## src/rtl/execute_stage_md.sv

```systemverilog
// MIPS execute stage: ALU, operand forwarding, EX/MEM register and, when
// EXECUTE_MD_UNIT_EN is defined, an iterative multiply/divide unit with HI/LO.
module execute_stage_md #(
    parameter int unsigned WIDTH             = 32,
    parameter int unsigned REG_ADDR_WIDTH    = 5,
    parameter int unsigned ALU_CONTROL_WIDTH = 3
) (
    input  logic                         CLK,
    input  logic                         RST,
    input  logic [ALU_CONTROL_WIDTH-1:0] ALUControlE,
    input  logic [2:0]                   MDOpE,
    input  logic                         RegWriteE,
    input  logic                         MemtoRegE,
    input  logic                         MemWriteE,
    input  logic                         RegDstE,
    input  logic                         ALUSrcE,
    input  logic [WIDTH-1:0]             RD1_E,
    input  logic [WIDTH-1:0]             RD2_E,
    input  logic [WIDTH-1:0]             SignImmE,
    input  logic [WIDTH-1:0]             ResultW,
    input  logic [REG_ADDR_WIDTH-1:0]    RsE,
    input  logic [REG_ADDR_WIDTH-1:0]    RtE,
    input  logic [REG_ADDR_WIDTH-1:0]    RdE,
    input  logic [1:0]                   ForwardAE,
    input  logic [1:0]                   ForwardBE,
    output logic                         StallE,
    output logic                         MDBusy,
    output logic                         RegWriteM,
    output logic                         MemtoRegM,
    output logic                         MemWriteM,
    output logic [WIDTH-1:0]             ALUOutM,
    output logic [WIDTH-1:0]             WriteDataM,
    output logic [REG_ADDR_WIDTH-1:0]    WriteRegM
);

    localparam logic [ALU_CONTROL_WIDTH-1:0] ALU_AND = ALU_CONTROL_WIDTH'(3'b000);
    localparam logic [ALU_CONTROL_WIDTH-1:0] ALU_OR  = ALU_CONTROL_WIDTH'(3'b001);
    localparam logic [ALU_CONTROL_WIDTH-1:0] ALU_ADD = ALU_CONTROL_WIDTH'(3'b010);
    localparam logic [ALU_CONTROL_WIDTH-1:0] ALU_SUB = ALU_CONTROL_WIDTH'(3'b110);
    localparam logic [ALU_CONTROL_WIDTH-1:0] ALU_SLT = ALU_CONTROL_WIDTH'(3'b111);

    localparam logic [2:0] MD_MULT  = 3'd1;
    localparam logic [2:0] MD_MULTU = 3'd2;
    localparam logic [2:0] MD_DIV   = 3'd3;
    localparam logic [2:0] MD_DIVU  = 3'd4;
    localparam logic [2:0] MD_MFHI  = 3'd5;
    localparam logic [2:0] MD_MFLO  = 3'd6;

    logic [WIDTH-1:0]          srca;
    logic [WIDTH-1:0]          write_data;
    logic [WIDTH-1:0]          srcb;
    logic [WIDTH-1:0]          alu_y;
    logic [WIDTH-1:0]          result;
    logic [REG_ADDR_WIDTH-1:0] write_reg;
    logic                      is_md_start;
    logic                      is_mf_hi;
    logic                      is_mf_lo;
    logic                      unused_rs;

    assign unused_rs = ^RsE;

    // Forwarding muxes; ALUOutM is this stage's own M register
    always_comb begin : fwd_mux
        case (ForwardAE)
            2'b00:   srca = RD1_E;
            2'b01:   srca = ResultW;
            2'b10:   srca = ALUOutM;
            default: srca = '0;
        endcase
        case (ForwardBE)
            2'b00:   write_data = RD2_E;
            2'b01:   write_data = ResultW;
            2'b10:   write_data = ALUOutM;
            default: write_data = '0;
        endcase
    end

    assign srcb      = ALUSrcE ? SignImmE : write_data;
    assign write_reg = RegDstE ? RdE : RtE;

    always_comb begin : alu
        case (ALUControlE)
            ALU_AND: alu_y = srca & srcb;
            ALU_OR:  alu_y = srca | srcb;
            ALU_ADD: alu_y = srca + srcb;
            ALU_SUB: alu_y = srca - srcb;
            ALU_SLT: alu_y = WIDTH'($signed(srca) < $signed(srcb));
            default: alu_y = '0;
        endcase
    end

    assign is_md_start = (MDOpE == MD_MULT) || (MDOpE == MD_MULTU) ||
                         (MDOpE == MD_DIV)  || (MDOpE == MD_DIVU);
    assign is_mf_hi    = (MDOpE == MD_MFHI);
    assign is_mf_lo    = (MDOpE == MD_MFLO);

`ifdef EXECUTE_MD_UNIT_EN
    localparam int unsigned CW = $clog2(WIDTH + 1);

    typedef enum logic [1:0] {S_IDLE, S_MUL, S_DIV} state_t;

    state_t             state, state_d;
    logic [CW-1:0]      count, count_d;
    logic [2*WIDTH-1:0] acc, acc_d;
    logic [WIDTH-1:0]   opa, opa_d, opb, opb_d, hi, hi_d, lo, lo_d;
    logic               neg_res, neg_res_d, neg_rem, neg_rem_d, busy;
    logic               is_signed_op, is_div_op, a_neg, b_neg, last;
    logic [WIDTH:0]     mul_sum, div_diff;
    logic [2*WIDTH:0]   div_shift;
    logic [2*WIDTH-1:0] prod_step, quo_step, prod_fix;
    logic [WIDTH-1:0]   quo_fix, rem_fix, dvd_orig;

    assign is_signed_op = (MDOpE == MD_MULT) || (MDOpE == MD_DIV);
    assign is_div_op    = (MDOpE == MD_DIV)  || (MDOpE == MD_DIVU);
    assign a_neg        = is_signed_op & srca[WIDTH-1];
    assign b_neg        = is_signed_op & srcb[WIDTH-1];
    assign last         = (count == CW'(WIDTH - 1));

    // One shift-add step and one restoring-divide step over the shared accumulator
    assign mul_sum   = {1'b0, acc[2*WIDTH-1:WIDTH]} + (acc[0] ? {1'b0, opb} : '0);
    assign prod_step = {mul_sum, acc[WIDTH-1:1]};
    assign div_shift = {acc, 1'b0};
    assign div_diff  = div_shift[2*WIDTH:WIDTH] - {1'b0, opb};
    assign quo_step  = div_diff[WIDTH] ? div_shift[2*WIDTH-1:0]
                                       : {div_diff[WIDTH-1:0], div_shift[WIDTH-1:1], 1'b1};

    assign prod_fix = neg_res ? -prod_step : prod_step;
    assign quo_fix  = neg_res ? -quo_step[WIDTH-1:0] : quo_step[WIDTH-1:0];
    assign rem_fix  = neg_rem ? -quo_step[2*WIDTH-1:WIDTH] : quo_step[2*WIDTH-1:WIDTH];
    assign dvd_orig = neg_rem ? -opa : opa;

    always_comb begin : md_next
        state_d   = state;
        count_d   = count;
        acc_d     = acc;
        opa_d     = opa;
        opb_d     = opb;
        hi_d      = hi;
        lo_d      = lo;
        neg_res_d = neg_res;
        neg_rem_d = neg_rem;
        case (state)
            S_IDLE: begin
                if (is_md_start) begin
                    opa_d     = a_neg ? -srca : srca;
                    opb_d     = b_neg ? -srcb : srcb;
                    acc_d     = {{WIDTH{1'b0}}, opa_d};
                    neg_res_d = a_neg ^ b_neg;
                    neg_rem_d = a_neg;
                    count_d   = '0;
                    state_d   = is_div_op ? S_DIV : S_MUL;
                end
            end
            S_MUL: begin
                acc_d   = prod_step;
                count_d = count + CW'(1);
                if (last) begin
                    hi_d    = prod_fix[2*WIDTH-1:WIDTH];
                    lo_d    = prod_fix[WIDTH-1:0];
                    state_d = S_IDLE;
                end
            end
            S_DIV: begin
                acc_d   = quo_step;
                count_d = count + CW'(1);
                if (last) begin
                    // Divide by zero: all-ones quotient, dividend left in HI
                    hi_d    = (opb == '0) ? dvd_orig : rem_fix;
                    lo_d    = (opb == '0) ? '1 : quo_fix;
                    state_d = S_IDLE;
                end
            end
            default: state_d = S_IDLE;
        endcase
    end

    always_ff @(posedge CLK or negedge RST) begin : md_regs
        if (!RST) begin
            state   <= S_IDLE;
            count   <= '0;
            acc     <= '0;
            opa     <= '0;
            opb     <= '0;
            hi      <= '0;
            lo      <= '0;
            neg_res <= 1'b0;
            neg_rem <= 1'b0;
            busy    <= 1'b0;
        end else begin
            state   <= state_d;
            count   <= count_d;
            acc     <= acc_d;
            opa     <= opa_d;
            opb     <= opb_d;
            hi      <= hi_d;
            lo      <= lo_d;
            neg_res <= neg_res_d;
            neg_rem <= neg_rem_d;
            busy    <= (state_d != S_IDLE);
        end
    end

    assign MDBusy = busy;
    assign StallE = busy & (is_md_start | is_mf_hi | is_mf_lo);
    assign result = is_mf_hi ? hi : (is_mf_lo ? lo : alu_y);
`else
    assign MDBusy = 1'b0;
    assign StallE = 1'b0;
    assign result = (is_mf_hi | is_mf_lo) ? '0 : alu_y;
`endif

    // EX/MEM register; a stalled instruction leaves a bubble and data holds
    always_ff @(posedge CLK or negedge RST) begin : m_regs
        if (!RST) begin
            RegWriteM  <= 1'b0;
            MemtoRegM  <= 1'b0;
            MemWriteM  <= 1'b0;
            ALUOutM    <= '0;
            WriteDataM <= '0;
            WriteRegM  <= '0;
        end else if (StallE) begin
            RegWriteM  <= 1'b0;
            MemtoRegM  <= 1'b0;
            MemWriteM  <= 1'b0;
            WriteRegM  <= '0;
        end else begin
            RegWriteM  <= RegWriteE & ~is_md_start;
            MemtoRegM  <= MemtoRegE;
            MemWriteM  <= MemWriteE;
            ALUOutM    <= result;
            WriteDataM <= write_data;
            WriteRegM  <= write_reg;
        end
    end

endmodule

```

## config.mk

```make
export PLATFORM = sky130hd
export DESIGN_NAME = execute_stage_md
export DESIGN_NICKNAME = d
export VERILOG_FILES = /design/src/rtl/execute_stage_md.sv
export SDC_FILE = /design/constraint.sdc
export NUM_CORES = 1
export LEC_CHECK = 0
export CELL_PAD_IN_SITES_DETAIL_PLACEMENT = 1
export CELL_PAD_IN_SITES_GLOBAL_PLACEMENT = 1
export CORE_ASPECT_RATIO = 1.75
export CORE_MARGIN = 1.5
export CORE_UTILIZATION = 39
export CTS_CLUSTER_DIAMETER = 60
export DETAILED_ROUTE_END_ITERATION = 8
export GPL_TIMING_DRIVEN = 0
export PLACE_DENSITY_LB_ADDON = 0.05
export SLEW_MARGIN = 30
export SYNTH_ARGS = -nofsm -noshare
export SYNTH_HDL_FRONTEND = slang
export SYNTH_SLANG_ARGS = --single-unit
export TNS_END_PERCENT = 50
```

## constraint.sdc

```tcl
create_clock -name CLK -period 9.1 [get_ports CLK]
set_clock_uncertainty 0.15 [all_clocks]
set_input_delay 0.91 -clock CLK [delete_from_list [all_inputs] [get_ports CLK]]
set_output_delay 0.91 -clock CLK [all_outputs]
set_load 0.02 [all_outputs]
```

; ---- Yosys cells after proc, flatten, opt, wreduce, memory -nomap -nowiden
; Index checks and enable logic that the tools add are counted.
[totals]
ff_bits = 72
word_cells = 40
[op_classes]
addsub = 2
n_lt_le_gt_ge = 1
eq_ne = 14
mux = 6
bitwise_logic = 5
reduce_logical = 6
[ops]
columns = op, n
row1 = $pmux 32 s3, 2
row2 = $pmux 32 s5, 1
row3 = $mux 32, 2
row4 = $add 32x32->32, 1
row5 = $and 32x32->32, 1
row6 = $lt 32x32->1, 1
row7 = $or 32x32->32, 1
row8 = $sub 32x32->32, 1
row9 = $eq 3x3->1 const B, 5
row10 = $eq 3x2->1 const B, 3
row11 = $eq 3x1->1 const B, 2
row12 = $mux 5, 1
row13 = $eq 2x1->1 const B, 2
row14 = $eq 2x2->1 const B, 2
row15 = $logic_not 2->1, 2
row16 = $logic_not 3->1, 1
row17 = $logic_or 1x1->1, 3
row18 = $and 1x1->1, 1
row19 = $not 1->1, 1
row20 = $or 1x1->1, 1

; ---- Logic depth before layout (Yosys ltp)
; Gate-level depths: netlist of the first run.
[logic_depth]
depth_word = 6
mapped_depth = 18
ltp_nobuf = 15

; ---- Worst setup path after synthesis of the first run
; Ideal clock, no wire load.
[synth_timing]
path_type = input -> register
from = input ForwardBE[1]
to = register ALUOutM[24]
t_arrival_ns = 4.571
slack_ns = 4.300
cell_stages = 16
n_path_buf = 2
path_cell_list = clkbuf_1 -> clkbuf_1 -> mux2i_1 -> o21ai_0 -> mux2_2 -> ha_1 -> fa_1 -> a211oi_1 -> o21ai_0 -> o2111ai_1 -> a21oi_1 -> o21ai_0 -> o21ai_0 -> or2_2 -> a31o_2 -> a21oi_1
[synth_between]
elab_chain_cells = 6
[synth_lines]
columns = item, line
row1 = start: declaration, 25  ; input logic [1:0] ForwardBE,
row2 = $eq 2x2->1 (tied with other cells), 70  ; case (ForwardBE)
row3 = $pmux 32 s3 *, 70
row4 = net write_data[0], 50  ; logic [WIDTH-1:0] write_data;
row5 = $mux 32 *, 78  ; assign srcb = ALUSrcE ? SignImmE : write_data;
row6 = $sub 32x32->32 / $add 32x32->32 (equally long branches), "86, 85"
row7 = $pmux 32 s5 *, 82  ; case (ALUControlE)
row8 = $mux 32 *, 209  ; assign result = (is_mf_hi | is_mf_lo) ? '0 : alu_y;
row9 = net result[24], 53  ; logic [WIDTH-1:0] result;
row10 = end signal: assignment, 230  ; ALUOutM <= result;
row11 = end: declaration, 31  ; output logic [WIDTH-1:0] ALUOutM,
; Mark *: on every way through the listed nets, which the timed path passes. The rest lies on a longest branch.

; ---- Worst setup path after layout of the first run
[layout_timing]
from = input ForwardBE[0]
to = register ALUOutM[24]
; Same word-level chain as after synthesis.

==> results of run 1 <==
==> synthesized netlist by cell type, types with 10 or more instances <==
cell type	instances
a211oi_1	11
a21o_1	17
a21oi_1	82
a221oi_1	17
a31oi_1	12
clkbuf_1	54
dfrtp_1	72
ha_1	96
inv_1	87
mux2_2	22
mux2i_1	85
nand2_1	115
nand2b_1	11
nand3_1	17
nor2_1	98
nor2b_1	10
nor3_1	16
o21a_1	35
o21ai_0	73
o21bai_1	14
xnor2_1	24
==> metal layers <==
metal  up-vias  GRT usage [%]  part of all wire (%)
li1       4375              -                     -
met5         -              0                     0
met2       341           66.5                    54
met3       131           3.77                   4.5
met1      4679           34.4                    35
met4         0           25.9                   7.3
==> cells by family after synthesis <==
| family | synth area share, % |
|---|---|
| compound gates | 26.1 |
| simple gates | 15.6 |
| buf+inv | 7.48 |
| mux | 12.7 |
| fa+ha+maj | 14.4 |
| flops | 20.9 |
| xor+xnor | 2.84 |
| other cells | 0.0434 |
==> final timing paths <==
kind,depth (start not counted),slack (ps),to
max in group asynchronous,2,7980,WriteDataM[7]
setup reg to reg,14,3970,ALUOutM[24]
setup / recovery,15,2480,ALUOutM[24]
hold / removal,1,210,ALUOutM[20]
hold reg to reg,2,540,WriteDataM[8]
min in group CLK,2,540,WriteDataM[8]
==> flip-flops by register name (all words and copies together) (netlist names) <==
name        cells
WriteDataM     32
ALUOutM        32
RegWriteM       1
WriteRegM       5
MemtoRegM       1
MemWriteM       1
==> power breakdown <==
| group | switching (mW) | internal, mW |
|---|---|---|
| sequential | 0.0153 | 0.346 |
| clock | 0.179 | 0.240 |
| combinational | 0.472 | 0.318 |
==> critical path, stage by stage <==
cell and delay (ps):
clkdlybuf4s50_1 590, clkbuf_1 760, o21ai_0 300, mux2_2 370, ha_1 310, fa_1 500
a211oi_1 270, o21ai_0 250, o2111ai_1 470, a21oi_1 160, o21ai_0 650, o21ai_0 420
or2_2 390, a31o_2 230, a21oi_1 170
==> cell type report <==
cell class / instances / area, µm² / share of cell area [%]
Sequential cell: 72 / 1800 / 15.6
Clock buffer: 9 / 225 / 1.95
Clock inverter: 7 / 93.8 / 0.812
Multi-Input combinational cell: 877 / 6190 / 53.6
Inverter: 90 / 338 / 2.92
Buffer: 72 / 314 / 2.72
Tap cell: 292 / 365 / 3.16
Timing Repair Buffer: 221 / 2230 / 19.3
==> metrics by stage <==
step / std cells / power (mW) / instance area, µm² / worst slack, ps
5_1_grt: 1640 / 1.64 / 11600 / 2470
6_report: 1640 / 1.57 / 11600 / 2480
3_5_place_dp: 1624 / 1.14 / 11200 / 2260
2_1_floorplan: 1111 / 0.836 / 8640 / 4300
4_1_cts: 1640 / 1.57 / 11600 / 2600
3_3_place_gp: 1623 / 1.13 / 11200 / 2210
==> results.tsv, run 1 <==
stage	metric	value	unit
drt	drt-wirelength-per-cell	24.5	µm
clocking	cts_sinks	72	
clocking	cts_setup_buffers	0	
global_route	antenna_found_initial	0	
die	num_rows	71	
drt	viasPerCell	5.81	
clocking	clkSlewWorstSetupHoldPaths	80	ps
synth	netlist_area	8630	µm²
critical_path	crit_path_end_kind	register	
clocking	cts_buffers	9	
timing	fmax	0.151	GHz
timing	fin_crit_sh	72.7	%
cells_and_area	nets	1601	
critical_path	crit_required	9240	ps
drt	drtIter0Drc	371	
global_route	track_usage	35.1	%
drt	ant_nets	0	
clocking	htreeDepth	3	
hold_path	min_path_type	in -> async	
cells_and_area	layout_common_cells	clkdlybuf4s50_1, nand2_1, nor2_1	
place	hpwlAfterDp	31.6	mm
global_route	grt_pass1_vias	10400	
timing	tightest_slew	1030	ps
cells_and_area	antenna_cells	0	
die	fp.coreArea	21600	µm²
run	cap_violations	0	
synth	synth_edf_count	0	
die	initial_core_util	40.0	%
timing	final_hold_viol_count	0	
cells_and_area	area_growth	33.9	%
synth	synth.top_cell.area_share	20.9	%
place	place.gp.congestion	0.954	
timing	finalMaxSlewViolations	0	
synth	yosys_most_used_dff	dfrtp_1	
critical_path	r2r-start	ALUOutM[0]	
timing	setup_violations	0	
global_route	grt_pass1_wl	59.4	mm
clocking	cts_resized	0	
die	die_area	23100	µm²
critical_path	startpoint	ForwardBE[0]	
timing	grt_setup_unrepaired	no	
synth	synth.largest_area_cell	dfrtp_1	
power_and_ir_drop	powerDensity	136	nW/µm²
timing	period_needed	6620	ps
synth	async_flop_share	100	%
place	portBuffers	220	
status	outcome	complete, no violations	
timing	slew_headroom	31.7	%
cells_and_area	fin_util	53.6	%
clocking	root_buffer	clkbuf_16	
synth	synth.distinct_cells	75	
cells_and_area	final_common_cell	clkdlybuf4s50_1	
timing	hold_ws	207	ps
power_and_ir_drop	ir_drop	0.0970	mV
drt	num_vias	9526	
synth	synth_warnings	0	
cells_and_area	nFillCells	2654	
die	die_w	115	µm
critical_path	critPathLaunchType	input port	
drt	firstDrtPassIters	5	
critical_path	worstSetupPathType	in -> reg	
clocking	hold_buffers	0	
drt	wl	40.2	mm
die	die_h	200	µm
clocking	cts_buffer_depth	2	
global_route	overflow	0	
clocking	clock_latency	390	ps
die	ioPinCount	234	
timing	tns	0	ps
critical_path	worstPathMaxFanout	10	
synth	syn_area_per_cell	7.78	µm²
synth	synth.top_cells.by_area	dfrtp_1, ha_1, mux2i_1, nand2_1, a21oi_1	
synth	netlist_instances	1110	
drt	remaining_drc_errors	0	
critical_path	critPathArrivalTime	6760	ps
synth	ys_seq_area_share	20.9	%
power_and_ir_drop	p_leak	5.24	nW
synth	synth-seq-cells	72	
clocking	cts_tree	built	
global_route	grt_max_degree	57	
cells_and_area	drive_above_1_share	5.79	%
Power figures use the tool's default switching activity.
==> inputs of run 2 (changes only) <==
--- a/config.mk
+++ b/config.mk
@@ -9,7 +9,7 @@
 export CELL_PAD_IN_SITES_GLOBAL_PLACEMENT = 1
 export CORE_ASPECT_RATIO = 1.75
 export CORE_MARGIN = 1.5
-export CORE_UTILIZATION = 39
+export CORE_UTILIZATION = 36
 export CTS_CLUSTER_DIAMETER = 60
 export DETAILED_ROUTE_END_ITERATION = 8
 export GPL_TIMING_DRIVEN = 0
==> constraint.sdc (replaced) <==
create_clock -name CLK -period 6.3 [get_ports CLK]
set_clock_uncertainty 0.15 [all_clocks]
set_input_delay 0.63 -clock CLK [delete_from_list [all_inputs] [get_ports CLK]]
set_output_delay 0.63 -clock CLK [all_outputs]
set_load 0.02 [all_outputs]
==> run 2 against run 1 <==
Compared with the run above:
- clock power up 56%
- setup slack worse by 2100 ps
- routed wire length down 0.16%
- register-to-register slack worse by 2400 ps
- critical path type unchanged
- critical endpoint unchanged
- largest cell class unchanged
==> results.tsv, run 2 (synthesized netlist as in run 1, its figures left out) <==
stage	metric	value	unit	change
die	fp.coreArea	23400	µm²	+8.5%
cells_and_area	seqCellArea	1800	µm²	unchanged
clocking	cts_buffers	9		unchanged
global_route	overflow	0		unchanged
critical_path	slowest_stage	clkdlybuf4s50_1		
timing	period_needed	5890	ps	
hold_path	min_path_type	reg -> reg		
cells_and_area	layout_common_cells	clkdlybuf4s50_1, nand2_1, nor2_1		
drt	firstDrtPassIters	5		unchanged
timing	finalMaxSlewViolations	0		unchanged
die	initial_core_util	36.9	%	-3.1 points
cells_and_area	multi_input_area	6190	µm²	unchanged
power_and_ir_drop	powerDensity	199	nW/µm²	+47%
critical_path	critPathArrivalTime	6010	ps	-750 ps
timing	tns	0	ps	unchanged
critical_path	cp_num_cells	18		+3
status	outcome	complete, no violations		
place	dp_slack	16.3	ps	-2240 ps
power_and_ir_drop	power	2.32	mW	+47%
cells_and_area	drive_above_1_share	5.86	%	+0.070 points
timing	slew_headroom	34.0	%	+2.3 points
die	die_w	120	µm	+4.0%
critical_path	r2r-end	ALUOutM[24]		
cells_and_area	area_growth	34.7	%	
timing	tightest_slew	990	ps	-34.9 ps
critical_path	path_common_cell	o21ai_0		
place	hpwlAfterDp	32.0	mm	+1.2%
timing	hold_ws	533	ps	+326 ps
die	ioPinCount	234		unchanged
drt	viasPerCell	5.64		-2.9%
critical_path	crit_path_end_kind	register		
cells_and_area	final_common_cell	clkdlybuf4s50_1		
clocking	cts_sinks	72		unchanged
clocking	cts_buffer_depth	2		unchanged
cells_and_area	nets	1602		+0.062%
global_route	grt_max_degree	43		-25%
drt	drt-wirelength-per-cell	24.3	µm	-1.0%
global_route	grt_pass1_wl	60.3	mm	+1.5%
clocking	root_buffer	clkbuf_16		
drt	remaining_drc_errors	0		unchanged
critical_path	cp-endpoint	ALUOutM[24]		
cells_and_area	nFillCells	2843		+7.1%
die	die_h	208	µm	+4.0%
critical_path	r2r-start	ALUOutM[0]		
cells_and_area	final_area	11600	µm²	+0.57%
critical_path	worstSetupPathType	in -> reg		
critical_path	startpoint	ForwardBE[0]		
place	place.gp.congestion	0.954		about the same
die	die_area	25000	µm²	+8.2%
critical_path	cp_num_buf_inv	3		+1
timing	fin_crit_sh	93.5	%	
drt	wl	40.1	mm	-0.16%
place	placed_cell_area	11300	µm²	+0.14%
clocking	clock_latency	380	ps	about the same
critical_path	slowest_delay	520	ps	-240 ps
global_route	track_usage	32.1	%	-3.0 points
drt	drtIter0Drc	423		+14%
critical_path	worstPathMaxFanout	10		unchanged
drt	ant_nets	0		unchanged
die	num_rows	74		+4.2%
critical_path	crit_chain	clkdlybuf4s50_1 -> nor2b_1 -> clkbuf_1 -> clkbuf_2 -> nand2_1 -> o21ai_0 -> mux2_2 -> ha_1 -> fa_1 -> a211oi_1 -> o21ai_0 -> o2111ai_1 -> a21oi_1 -> o21ai_0 -> o21ai_0 -> or2_2 -> a31o_2 -> a21oi_1		
run	cap_violations	0		unchanged
drt	num_vias	9331		-2.0%
place	portBuffers	220		unchanged
clocking	clkSlewWorstSetupHoldPaths	70	ps	about the same
global_route	antenna_found_initial	1		+1
critical_path	ff2ff_path_depth	14		unchanged
power_and_ir_drop	ir_drop	0.137	mV	+42%
global_route	grt_pass1_vias	10400		+0.34%
critical_path	reg2reg_slack	1550	ps	-2420 ps
timing	final_hold_viol_count	0		unchanged
clocking	cts_tree	built		
timing	grt_setup_unrepaired	no		
cells_and_area	largest_registers	ALUOutM: 32 flops, WriteDataM: 32 flops, WriteRegM: 5 flops		
timing	setup_violations	0		unchanged
timing	fmax	0.170	GHz	
clocking	htreeDepth	3		unchanged
critical_path	crit_required	6420	ps	-2820 ps
critical_path	cpLargestDelayFamily	compound AO/OA/AOI/OAI gates		
timing	timing.final.ws_setup	412	ps	-2070 ps
power_and_ir_drop	p_leak	5.27	nW	+0.60%
critical_path	critPathLaunchType	input port		
-- run 2: cell types whose count changed in the layout (fill, tap and decap cells not counted) --
| cell | change |
|---|---|
| clkbuf_2 | +2 |
| clkbuf_8 | +2 |
| clkinv_2 | -2 |
| clkinvlp_4 | -2 |
| bufinv_16 | +1 |
| clkbuf_1 | -1 |
| diode_2 | +1 |
| dlygate4sd3_1 | +1 |
-- run 2: timing repair --
item,in CTS,in global routing
setup buffers,0,0
endpoints found under the hold margin,2,0
resized for setup,0,3
hold buffers,1,0
setup endpoints to repair,0,1
-- run 2: area by class of cell --
cell class	count	share of cell area, %
antenna	1	0.0215
buffer	72	2.72
clock buffer	12	2.21
clock inverter	4	0.850
inverter	90	2.91
multi-input combinational	877	53.3
sequential	72	15.5
tap	304	3.27
timing repair buffer	222	19.3
-- run 2: metal layers --
metal  up-vias  share of wire, %  global-route usage (%)
met5         -                 0                       0
met4         0               5.4                    17.7
met3        93               3.9                    3.85
met2       309                55                    62.7
met1      4544                36                    32.0
li1       4385                 -                       -
-- run 2: worst min path at each step --
stage                startpoint             end  slack (ps)  cells past startpoint
detailed placement          RST  WriteDataM[19]         390                      1
CTS                 ALUOutM[11]  WriteDataM[11]         540                      2
finish              ALUOutM[10]  WriteDataM[10]         530                      2
global route          MemWriteE       MemWriteM         560                      1
global placement     ALUOutM[9]   WriteDataM[9]         490                      2
floorplan                   RST      ALUOutM[0]         180                      0
-- run 2: worst min-delay path, cell delays in order, from the launching register on --
cell	delay [ps]
dfrtp_1	370
mux2i_1	70
o21ai_0	200
-- run 2: power breakdown --
group | total [mW] | internal [mW] | switching, mW
Combinational | 1.14 | 0.460 | 0.679
Clock | 0.655 | 0.411 | 0.244
Sequential | 0.521 | 0.500 | 0.0218
Total | 2.32 | 1.37 | 0.945
-- run 2: metrics by stage --
stage | utilization [%] | cells
final | 49.6 | 1654
after global routing | 49.6 | 1654
after CTS | 49.6 | 1653
after detailed placement | 48.1 | 1636
after global placement | 47.9 | 1635
after floorplan | - | 1111
==> inputs of run 3 (changes only) <==
--- a/config.mk
+++ b/config.mk
@@ -13,6 +13,7 @@
 export CTS_CLUSTER_DIAMETER = 60
 export DETAILED_ROUTE_END_ITERATION = 8
 export GPL_TIMING_DRIVEN = 0
+export MAX_ROUTING_LAYER = met4
 export PLACE_DENSITY_LB_ADDON = 0.05
 export SLEW_MARGIN = 30
 export SYNTH_ARGS = -nofsm -noshare
==> run 3 against run 2 <==
Compared with the run above:
- utilization fell by 0.26 points
- fmax fell by 2.5%
- die area did not move
- critical path depth did not move
- global-route usage rose by 0.79 points
- largest power group unchanged
- critical endpoint unchanged
- via count fell by 0.14%
- clock-buffer cell count fell by 1
- cell count barely moved
- register-to-register slack got worse by 190 ps
==> results.tsv, run 3 (synthesized netlist as in run 1, its figures left out) <==
stage	metric	value	unit	change
timing	fmax	0.166	GHz	-2.5%
timing	grt_setup_unrepaired	no		
power_and_ir_drop	p_leak	5.25	nW	-0.53%
critical_path	critPathLaunchType	input port		
timing	fin_crit_sh	95.8	%	+2.4 points
global_route	grt_pass1_vias	10300		-1.3%
drt	drt-wirelength-per-cell	24.1	µm	-0.47%
place	portBuffers	220		unchanged
critical_path	cp_num_buf_inv	3		unchanged
drt	remaining_drc_errors	0		unchanged
clocking	cts_sinks	72		unchanged
place	hpwlAfterDp	32.1	mm	+0.27%
drt	drtIter0Drc	362		-14%
critical_path	slowest_stage	o21ai_0		
global_route	antenna_found_initial	0		-1
cells_and_area	area_growth	34.0	%	
critical_path	worstPathMaxFanout	10		unchanged
status	outcome	complete, no violations		
clocking	cts_setup_buffers	0		unchanged
critical_path	path_common_cell	o21ai_0		
drt	num_vias	9318		-0.14%
die	ioPinCount	234		unchanged
cells_and_area	fin_util	49.4	%	-0.26 points
place	placed_cell_area	11300	µm²	about the same
cells_and_area	largest_registers	ALUOutM: 32 flops, WriteDataM: 32 flops, WriteRegM: 5 flops		
clocking	cts_buffers	9		unchanged
die	die_area	25000	µm²	unchanged
critical_path	crit_chain	clkdlybuf4s50_1 -> nor2b_1 -> clkbuf_1 -> clkbuf_2 -> nand2_1 -> o21ai_0 -> mux2_2 -> ha_1 -> fa_1 -> a211oi_1 -> o21ai_0 -> o2111ai_1 -> a21oi_1 -> o21ai_0 -> o21ai_0 -> or2_2 -> a31o_2 -> a21oi_1		
timing	setup_violations	0		unchanged
drt	ant_nets	0		unchanged
power_and_ir_drop	p_sw_share	42.7	%	+1.9 points
timing	tightest_slew	1030	ps	+41.8 ps
global_route	overflow	0		unchanged
clocking	cts_buffer_depth	2		unchanged
power_and_ir_drop	p_comb_share	51.1	%	+1.9 points
cells_and_area	final_common_cell	clkdlybuf4s50_1		
critical_path	cpLargestDelayFamily	compound AO/OA/AOI/OAI gates		
power_and_ir_drop	powerDensity	193	nW/µm²	-3.2%
power_and_ir_drop	clockPowerShare	25.5	%	-2.8 points
clocking	root_buffer	clkbuf_16		
cells_and_area	nets	1602		unchanged
critical_path	slowest_delay	610	ps	+90 ps
drt	viasPerCell	5.64		about the same
hold_path	min_path_type	in -> async		
critical_path	worstSetupPathType	in -> reg		
die	fp.coreArea	23400	µm²	unchanged
timing	slew_headroom	30.9	%	-3.0 points
power_and_ir_drop	seqPwrFrac	23.4	%	+0.9 points
run	cap_violations	0		unchanged
die	initial_core_util	36.9	%	unchanged
cells_and_area	drive_above_1_share	5.78	%	-0.074 points
critical_path	crit_path_end_kind	register		
global_route	track_usage	32.9	%	+0.79 points
global_route	grt_pass1_wl	59.7	mm	-0.97%
cells_and_area	antenna_cells	0		-1
place	place.gp.congestion	0.983		+3.1%
power_and_ir_drop	ir_drop	0.130	mV	-5.7%
critical_path	critPathArrivalTime	6160	ps	+150 ps
die	die_h	208	µm	unchanged
critical_path	crit_required	6430	ps	about the same
drt	wl	39.9	mm	-0.53%
die	die_w	120	µm	unchanged
global_route	grt_max_degree	59		+37%
timing	finalMaxSlewViolations	0		unchanged
cells_and_area	final_area	11600	µm²	-0.53%
die	num_rows	74		unchanged
timing	period_needed	6040	ps	+150 ps
power_and_ir_drop	power.internal	1.28	mW	-6.8%
power_and_ir_drop	power.switching	0.951	mW	+0.66%
clocking	clkSlewWorstSetupHoldPaths	80	ps	about the same
clocking	cts_tree	built		
drt	firstDrtPassIters	5		unchanged
clocking	htreeDepth	3		unchanged
cells_and_area	layout_common_cells	clkdlybuf4s50_1, nand2_1, nor2_1		
clocking	clock_latency	390	ps	about the same
timing	final_hold_viol_count	0		unchanged
-- run 3: changes by cell type in the layout (fill, tap and decap cells not counted), sizes merged --
| cell | delta |
|---|---|
| clkbuf | -1 |
| clkinvlp | +1 |
| clkinv | +3 |
| bufinv | -2 |
| diode | -1 |
| inv | -1 |
-- run 3: routing by layer --
metal	vias up	track usage (%)	routed length [µm]
li1	4395	-	-
met4	0	18.7	2370
met5	-	-	0
met2	299	61.8	21800
met1	4511	31.7	14300
met3	113	4.18	1420
-- run 3: metrics by stage --
step | setup slack (ps) | std cells | power, mW | TNS, ps | hold slack, ps
after global routing | 44.6 | 1653 | 2.34 | 0 | 517
after CTS | 188 | 1653 | 2.23 | 0 | 490
after floorplan | 1780 | 1111 | 1.21 | 0 | 184
after global placement | -323 | 1635 | 1.64 | -416 | 493
after detailed placement | -171 | 1636 | 1.66 | -171 | 329
final | 262 | 1653 | 2.23 | 0 | 492
-- run 3: final timing paths --
kind | startpoint | to | slack (ps) | depth (start not counted)
worst min-delay path | RST | ALUOutM[26] | 490 | 2
min in group CLK | ALUOutM[11] | WriteDataM[11] | 530 | 2
worst max-delay path | ForwardBE[0] | ALUOutM[24] | 260 | 18
worst min register to register | ALUOutM[11] | WriteDataM[11] | 530 | 2
max in group asynchronous | RST | ALUOutM[1] | 4890 | 3
worst max register to register | ALUOutM[0] | ALUOutM[24] | 1360 | 14
-- run 3: worst reg2reg max path, stage by stage (launching register included) --
cell and delay (ps):
dfrtp_1 420, mux2i_1 160, o21ai_0 130, mux2_2 340, ha_1 290, fa_1 490, a211oi_1 270, o21ai_0 230
o2111ai_1 440, a21oi_1 150, o21ai_0 610, o21ai_0 390, or2_2 370, a31o_2 230, a21oi_1 190
-- run 3: layout make-up --
| class | count | area, µm² |
|---|---|---|
| sequential | 72 | 1800 |
| clock inverter | 5 | 56.3 |
| clock buffer | 11 | 243 |
| multi-input combinational | 877 | 6190 |
| buffer | 72 | 317 |
| inverter | 90 | 338 |
| fill | 2897 | 11900 |
| tap | 304 | 380 |
| timing repair buffer | 222 | 2240 |
-- run 3: power by group through the flow --
stage / registers, mW / logic [mW] / clock network (mW)
finish: 0.521 / 1.14 / 0.568
CTS: 0.521 / 1.14 / 0.576
floorplan: 0.573 / 0.634 / 0
global route: 0.524 / 1.23 / 0.588
detailed placement: 0.529 / 1.13 / 0
global placement: 0.529 / 1.11 / 0
-- run 3: what timing repair did --
| item | 4_1_cts | 5_1_grt |
|---|---|---|
| hold endpoints to repair | 14 | 0 |
| gates resized for setup | 0 | 3 |
| setup endpoints to repair | 0 | 1 |
| hold buffers | 1 | 0 |
